===== src/rtl/maze_pkg.sv =====
// Shared types, direction bit indices, default grid size and the wall bitmap
// for the maze player controller and any renderer-side ROM copies.
package maze_pkg;

  typedef enum logic [1:0] {
    IDLE   = 2'd0,
    LOOKUP = 2'd1,
    EVAL   = 2'd2,
    DONE   = 2'd3
  } state_t;

  localparam int DIR_UP    = 3;
  localparam int DIR_DOWN  = 2;
  localparam int DIR_LEFT  = 1;
  localparam int DIR_RIGHT = 0;

  localparam int DEF_GRID_W = 16;
  localparam int DEF_GRID_H = 12;

  // One 16-bit word per row, row 0 in the low bits; bit x of a row is column x.
  // 1 = wall. Top and bottom rows are solid, plus two short interior walls.
  localparam logic [DEF_GRID_W*DEF_GRID_H-1:0] MAZE_MAP = {
    16'hFFFF,  // row 11
    16'h0000,  // row 10
    16'h0000,  // row 9
    16'h0000,  // row 8
    16'h0000,  // row 7
    16'h0180,  // row 6
    16'h0000,  // row 5
    16'h0000,  // row 4
    16'h0038,  // row 3
    16'h0000,  // row 2
    16'h0000,  // row 1
    16'hFFFF   // row 0
  };

  function automatic logic is_one_hot4(input logic [3:0] v);
    return (v != 4'd0) && ((v & (v - 4'd1)) == 4'd0);
  endfunction

endpackage


===== src/rtl/maze_player_ctrl_if.sv =====
// Player-control bundle: direction pulses in, position/status/step count out,
// plus the controller state for observation.
interface maze_player_ctrl_if;
  // move_req carries one-cycle pulses with no ready: a pulse is taken only
  // when the controller is IDLE and exactly one bit is set; all others are dropped.
  logic [3:0]           move_req;
  logic [7:0]           player_x_pos;
  logic [7:0]           player_y_pos;
  logic                 moved;
  logic                 bumped;
  logic                 at_goal;
  logic                 busy;
  logic [15:0]          step_count;
  maze_pkg::state_t     state;

  modport master (
    output move_req,
    input  player_x_pos, player_y_pos, moved, bumped, at_goal, busy,
           step_count, state
  );

  modport slave (
    input  move_req,
    output player_x_pos, player_y_pos, moved, bumped, at_goal, busy,
           step_count, state
  );
endinterface


===== src/rtl/maze_rom.sv =====
// Single-port wall-map ROM with a registered 1-cycle read.
// Addresses past the end of the map read as wall.
module maze_rom
  import maze_pkg::*;
#(
  parameter int                 DEPTH = DEF_GRID_W * DEF_GRID_H,
  parameter int                 AW    = $clog2(DEPTH),
  parameter logic [DEPTH-1:0]   INIT  = MAZE_MAP
) (
  input  logic          clk,
  input  logic [AW-1:0] addr,
  output logic          data
);

  logic data_d;
  logic data_q;

  always_comb begin
    data_d = 1'b1;
    if (int'(addr) < DEPTH) data_d = INIT[addr];
  end

  always_ff @(posedge clk) begin
    data_q <= data_d;
  end

  assign data = data_q;

endmodule


===== src/rtl/maze_player_ctrl.sv =====
// Turns single-cycle direction pulses into checked tile moves: bounds check,
// wall lookup, commit or bump, goal detection and a saturating step counter.
module maze_player_ctrl
  import maze_pkg::*;
#(
  parameter int GRID_W  = DEF_GRID_W,
  parameter int GRID_H  = DEF_GRID_H,
  parameter int START_X = 1,
  parameter int START_Y = 1,
  parameter int GOAL_X  = 14,
  parameter int GOAL_Y  = 10
) (
  input  logic               clk,
  input  logic               reset,
  maze_player_ctrl_if.slave  bus
);

  localparam int          CELLS    = GRID_W * GRID_H;
  localparam int          AW       = $clog2(CELLS);
  localparam logic [7:0]  START_X8 = 8'(START_X);
  localparam logic [7:0]  START_Y8 = 8'(START_Y);
  localparam logic [7:0]  GOAL_X8  = 8'(GOAL_X);
  localparam logic [7:0]  GOAL_Y8  = 8'(GOAL_Y);

  state_t       state_q,  state_d;
  logic [7:0]   x_q,      x_d;
  logic [7:0]   y_q,      y_d;
  logic [7:0]   tx_q,     tx_d;
  logic [7:0]   ty_q,     ty_d;
  logic         oob_q,    oob_d;
  logic         moved_q,  moved_d;
  logic         bumped_q, bumped_d;
  logic         goal_q,   goal_d;
  logic         busy_q,   busy_d;
  logic [15:0]  steps_q,  steps_d;

  logic signed [8:0] nx;
  logic signed [8:0] ny;
  logic [AW-1:0]     rom_addr;
  logic              wall_bit;

  // Address is built from the latched target; only meaningful when the bounds check passed.
  assign rom_addr = AW'(int'(ty_q) * GRID_W + int'(tx_q));

  maze_rom #(
    .DEPTH (CELLS),
    .AW    (AW),
    .INIT  (MAZE_MAP[CELLS-1:0])
  ) u_rom (
    .clk  (clk),
    .addr (rom_addr),
    .data (wall_bit)
  );

  always_comb begin
    nx = $signed({1'b0, x_q});
    ny = $signed({1'b0, y_q});
    if (bus.move_req[DIR_UP])    ny = ny - 9'sd1;
    if (bus.move_req[DIR_DOWN])  ny = ny + 9'sd1;
    if (bus.move_req[DIR_LEFT])  nx = nx - 9'sd1;
    if (bus.move_req[DIR_RIGHT]) nx = nx + 9'sd1;
  end

  always_comb begin
    state_d  = state_q;
    x_d      = x_q;
    y_d      = y_q;
    tx_d     = tx_q;
    ty_d     = ty_q;
    oob_d    = oob_q;
    moved_d  = 1'b0;
    bumped_d = 1'b0;
    goal_d   = goal_q;
    busy_d   = 1'b0;
    steps_d  = steps_q;

    unique case (state_q)
      IDLE: begin
        if (is_one_hot4(bus.move_req)) begin
          tx_d    = nx[7:0];
          ty_d    = ny[7:0];
          oob_d   = (nx < 0) || (ny < 0) || (nx >= GRID_W) || (ny >= GRID_H);
          busy_d  = 1'b1;
          state_d = LOOKUP;
        end
      end
      LOOKUP: begin
        busy_d  = 1'b1;
        state_d = EVAL;
      end
      EVAL: begin
        state_d = IDLE;
        if (oob_q || wall_bit) begin
          bumped_d = 1'b1;
        end else begin
          x_d     = tx_q;
          y_d     = ty_q;
          moved_d = 1'b1;
          if (steps_q != 16'hFFFF) steps_d = steps_q + 16'd1;
          if (tx_q == GOAL_X8 && ty_q == GOAL_Y8) begin
            goal_d  = 1'b1;
            state_d = DONE;
          end
        end
      end
      DONE: begin
        state_d = DONE;
      end
      default: state_d = IDLE;
    endcase
  end

  always_ff @(posedge clk) begin
    if (reset) begin
      state_q  <= IDLE;
      x_q      <= START_X8;
      y_q      <= START_Y8;
      tx_q     <= START_X8;
      ty_q     <= START_Y8;
      oob_q    <= 1'b0;
      moved_q  <= 1'b0;
      bumped_q <= 1'b0;
      goal_q   <= 1'b0;
      busy_q   <= 1'b0;
      steps_q  <= 16'd0;
    end else begin
      state_q  <= state_d;
      x_q      <= x_d;
      y_q      <= y_d;
      tx_q     <= tx_d;
      ty_q     <= ty_d;
      oob_q    <= oob_d;
      moved_q  <= moved_d;
      bumped_q <= bumped_d;
      goal_q   <= goal_d;
      busy_q   <= busy_d;
      steps_q  <= steps_d;
    end
  end

  assign bus.player_x_pos = x_q;
  assign bus.player_y_pos = y_q;
  assign bus.moved        = moved_q;
  assign bus.bumped       = bumped_q;
  assign bus.at_goal      = goal_q;
  assign bus.busy         = busy_q;
  assign bus.step_count   = steps_q;
  assign bus.state        = state_q;

endmodule

===== src/flat_wrapper.sv =====
// flat-port wrapper written by rule: the top's interface ports become plain ports
module maze_player_ctrl_flat import maze_pkg::*;
#(
  parameter int GRID_W  = DEF_GRID_W,
  parameter int GRID_H  = DEF_GRID_H,
  parameter int START_X = 1,
  parameter int START_Y = 1,
  parameter int GOAL_X  = 14,
  parameter int GOAL_Y  = 10
)
  (clk, reset, bus_move_req, bus_player_x_pos, bus_player_y_pos, bus_moved, bus_bumped, bus_at_goal, bus_busy, bus_step_count, bus_state);
  maze_player_ctrl_if bus_i ();
  input  logic clk;
  input  logic reset;
  input wire logic [$bits(bus_i.move_req)-1:0] bus_move_req;
  output wire logic [$bits(bus_i.player_x_pos)-1:0] bus_player_x_pos;
  output wire logic [$bits(bus_i.player_y_pos)-1:0] bus_player_y_pos;
  output wire logic [$bits(bus_i.moved)-1:0] bus_moved;
  output wire logic [$bits(bus_i.bumped)-1:0] bus_bumped;
  output wire logic [$bits(bus_i.at_goal)-1:0] bus_at_goal;
  output wire logic [$bits(bus_i.busy)-1:0] bus_busy;
  output wire logic [$bits(bus_i.step_count)-1:0] bus_step_count;
  output wire logic [$bits(bus_i.state)-1:0] bus_state;
  assign bus_i.move_req = bus_move_req;
  assign bus_player_x_pos = bus_i.player_x_pos;
  assign bus_player_y_pos = bus_i.player_y_pos;
  assign bus_moved = bus_i.moved;
  assign bus_bumped = bus_i.bumped;
  assign bus_at_goal = bus_i.at_goal;
  assign bus_busy = bus_i.busy;
  assign bus_step_count = bus_i.step_count;
  assign bus_state = bus_i.state;
  maze_player_ctrl #(.GRID_W(GRID_W), .GRID_H(GRID_H), .START_X(START_X), .START_Y(START_Y), .GOAL_X(GOAL_X), .GOAL_Y(GOAL_Y)) u_core (.clk(clk), .reset(reset), .bus(bus_i));
endmodule

===== config.mk =====
export PLATFORM = sky130hd
export DESIGN_NAME = maze_player_ctrl_flat
export DESIGN_NICKNAME = d
export VERILOG_FILES = /design/src/rtl/maze_pkg.sv /design/src/rtl/maze_player_ctrl_if.sv /design/src/rtl/maze_rom.sv /design/src/rtl/maze_player_ctrl.sv /design/src/flat_wrapper.sv
export SDC_FILE = /design/constraint.sdc
export NUM_CORES = 1
export LEC_CHECK = 0
export BUFFER_PORTS_ARGS = -buffer_cell sky130_fd_sc_hd__buf_2
export CAP_MARGIN = 5
export CORE_MARGIN = 2
export CORE_UTILIZATION = 45
export CTS_CLUSTER_SIZE = 10
export DETAILED_ROUTE_END_ITERATION = 16
export GPL_TIMING_DRIVEN = 0
export PLACE_DENSITY = 0.75
export RECOVER_POWER = 50
export SYNTH_ARGS = -nofsm -noshare
export SYNTH_HDL_FRONTEND = slang
export SYNTH_HIERARCHICAL = 1
export SYNTH_SLANG_ARGS = --single-unit
export TNS_END_PERCENT = 50

===== constraint.sdc =====
create_clock -name clk -period 4.4 [get_ports clk]
set_input_delay 0.66 -clock clk [delete_from_list [all_inputs] [get_ports clk]]
set_output_delay 0.66 -clock clk [all_outputs]
set_load 0.05 [all_outputs]

==> results.ini <==
[synthesis]
synth_edf_count = 0
synth_seq_area_share = 0.355
syn_area_sq_um = 3160
yosys.cell_types.count = 58
synth_top_area_frac = 0.355
synth_nets = 401
synth_largest_area_cell = dfxtp_1
synth.avg_cell_area_sq_um = 8.19
ys_top_cells_by_count = 56 x dfxtp_1, 47 x nor2_1, 46 x nand2_1
synth.most_common_cell = dfxtp_1
synthFlopType = dfxtp_1
synthArstFlopShare = 0
synth_top_cells_by_area = dfxtp_1 35%, xor2_1 6.7%, nor2_1 5.6%
yosys_warnings = 6
synth_seq_cells = 56
synth_cells = 386

[timing]
post-route-min-period_ns = 2.98
rsz0062_at_grt = false
slew_violations = 0
setup_viol = 0
period_share = 0.678
worstMarginPinSlew_ns = 0.872
max_freq_mhz = 335
finalHoldViolCount = 0
fin_tns_setup_ns = 0
max-slew-margin-rel = 0.414
finalClockSkew_ns = 0.00985

[critical_path]
reg2reg_from = u_core/bus.player_y_pos[0]
worst-r2r-cell-count = 12
cpMaxStageDelayCell = or3_1
r2r_setup_slack_ns = 1.42
reg2reg_to = u_core/oob_q
critPathMaxFanout = 8
required_ns = 4.57
cp_cell_sequence = buf_2 -> inv_1 -> ha_1 -> a21oi_1 -> ha_1 -> nand2_1 -> nor3_1 -> a2bb2oi_1 -> or3_1 -> o311a_1 -> a2111oi_2 -> a221oi_1
crit_path_start_kind = flip-flop
crit_type = flip-flop to flip-flop
cp_slowest_stage_delay_ns = 0.38
end_kind = flip-flop
critPathMostFrequentCell = ha_1
cp.arrival_ns = 3.16

[placed_design]
post-place-cells = 521
gp_congestion = 0.858
io_buffers = 39
dpl.hpwl_mm = 5.48

[final_layout]
drive_gt1_frac = 0.0462
final_cells = 529
final_nets = 447
fin_util = 0.519
syn2layout_area_growth_pct = 11.5
antennaDiodeCount = 0

[floorplan]
fp-row-count = 30
die_width_um = 87.8
initial_core_util = 0.465
dieArea_sq_um = 7710
die_y_um = 87.8
fp.coreArea_sq_um = 6790
io_pins = 44

[drt]
drtIter0Drc = 155
antenna_left = 0
via_per_inst = 5.46
num_vias = 2886
drc_errors = 0
dr.pass1.iters = 6
wl_per_cell_um = 14.0
drt-total-wl_mm = 7.43

[global_route]
grt_start_max_net_pins = 20
grt_pass1_wl_mm = 12.4
antenna_found_initial = 0
grt_usage = 0.199
grt.overflow.total = 0
grt_pass1_vias = 2711

[clock_tree]
cts_buffers = 5
cts_root_buf = clkbuf_8
cts_tree = done
cts-resized-gates = 0
cts_setup_buffers = 0
clkLatencyLatePin_ns = 0.31
ctsLongestPathBuffers = 2
cts_num_sinks = 56
cts_hold_buf = 0
h-tree-depth = 2
clk_pin_slew_ns = 0.11

[power_and_ir_drop]
powerDensity_nw_per_um2 = 275
vdd_drop_max_mv = 0.179
p_leak_uw = 0.00125
power.total_uw = 969

[outcome]
run_status = finished clean

[worst_hold_path]
hold_path.class = flip-flop to flip-flop
hold_path_end = u_core/bus.at_goal
hold_depth = 2
hold_start = u_core/bus.at_goal

[job]
maxCapViolCount = 0

## critical path, delay by kind of cell, from the launching register on
kind                       cells  cell delay, ns
AOI/OAI and AO/OA              5            1.04
and+or+nand+nor                3            0.72
DFF                            1            0.34
buffers and inverters          2            0.26
adders and majority gates      2            0.48
## routing by layer
layer	track usage	wire length, um	share of wire
met1	0.261	3480	0.47
met2	0.344	3540	0.48
met3	0.0302	339	0.046
met4	0.0517	70	0.0094
met5	0	0	0
## layout by cell type, fill, tap and decap left out, types with 2 or more instances in the layout
cell      count
inv_6         2
clkbuf_8      5
nor2b_1       3
a31oi_1       2
dfxtp_1      56
clkbuf_1     56
xnor2_1      18
a21oi_1      30
or3b_1        2
o211ai_1      4
nand4b_1      2
buf_2         5
or3_1         4
nor4_1        7
or4_1         5
nor2_1       47
nand2_1      46
nand2b_1      3
xor2_1       24
nor3_1        4
o31ai_1       2
a211o_1       3
a211oi_1      3
and2_1        2
nand3_1      11
or4_4         2
a21o_1        3
and3_1        4
ha_1          8
mux2i_1      14
nand3b_1      3
nand4_1       8
inv_1        12
o21ai_0       6
## worst max-delay path by stage
stage                          startpoint  slack [ns]  depth (start not counted)           end
6_report       u_core/bus.player_y_pos[0]        1.42                         12  u_core/oob_q
5_1_grt        u_core/bus.player_y_pos[0]        1.20                         12  u_core/oob_q
4_1_cts        u_core/bus.player_y_pos[0]        1.45                         12  u_core/oob_q
3_5_place_dp              bus_move_req[3]        1.14                         11  u_core/oob_q
3_3_place_gp              bus_move_req[3]        1.22                         11  u_core/oob_q
2_1_floorplan  u_core/bus.player_y_pos[0]        1.38                         12  u_core/oob_q
## where the power goes
group          leakage (uW)  switching (uW)  internal [uW]
registers          0.000453            12.4            519
clock network     0.0000452             184            117
logic              0.000755            88.8           47.7
## cell families (layout without fill, tap and decap cells)
| kind of cell | count (synthesis) | after routing | share of synthesized area |
|---|---|---|---|
| xor+xnor | 42 | 42 | 0.116 |
| compound gates | 69 | 69 | 0.144 |
| mux | 15 | 15 | 0.0479 |
| simple gates | 160 | 160 | 0.255 |
| fa+ha+maj | 9 | 9 | 0.0380 |
| buf+inv | 35 | 82 | 0.0447 |
| flops | 56 | 56 | 0.355 |
## stage by stage
step / setup slack (ns) / hold slack, ns / area (sq um)
final: 1.42 / 0.455 / 3520
after global routing: 1.20 / 0.493 / 3520
after CTS: 1.45 / 0.453 / 3570
after detailed placement: 1.14 / 0.437 / 3480
after global placement: 1.22 / 0.433 / 3480
after floorplan: 1.38 / 0.440 / 3160
## registers in the layout (all words and copies together), names as in the netlist, 2 cells and up
name                     flops
u_core/tx_q                  8
u_core/bus.step_count       16
u_core/bus.player_x_pos      8
u_core/ty_q                  8
u_core/bus.state             2
u_core/bus.player_y_pos      8
## cell type report
class / count / area (sq um)
Timing Repair Buffer: 39 / 150
Buffer: 23 / 96.3
Inverter: 12 / 45.0
Fill cell: 665 / 3270
Sequential cell: 56 / 1120
Clock buffer: 5 / 68.8
Clock inverter: 3 / 25.0
Tap cell: 96 / 120
Multi-Input combinational cell: 295 / 1900
(Power assumes the default switching activity.)
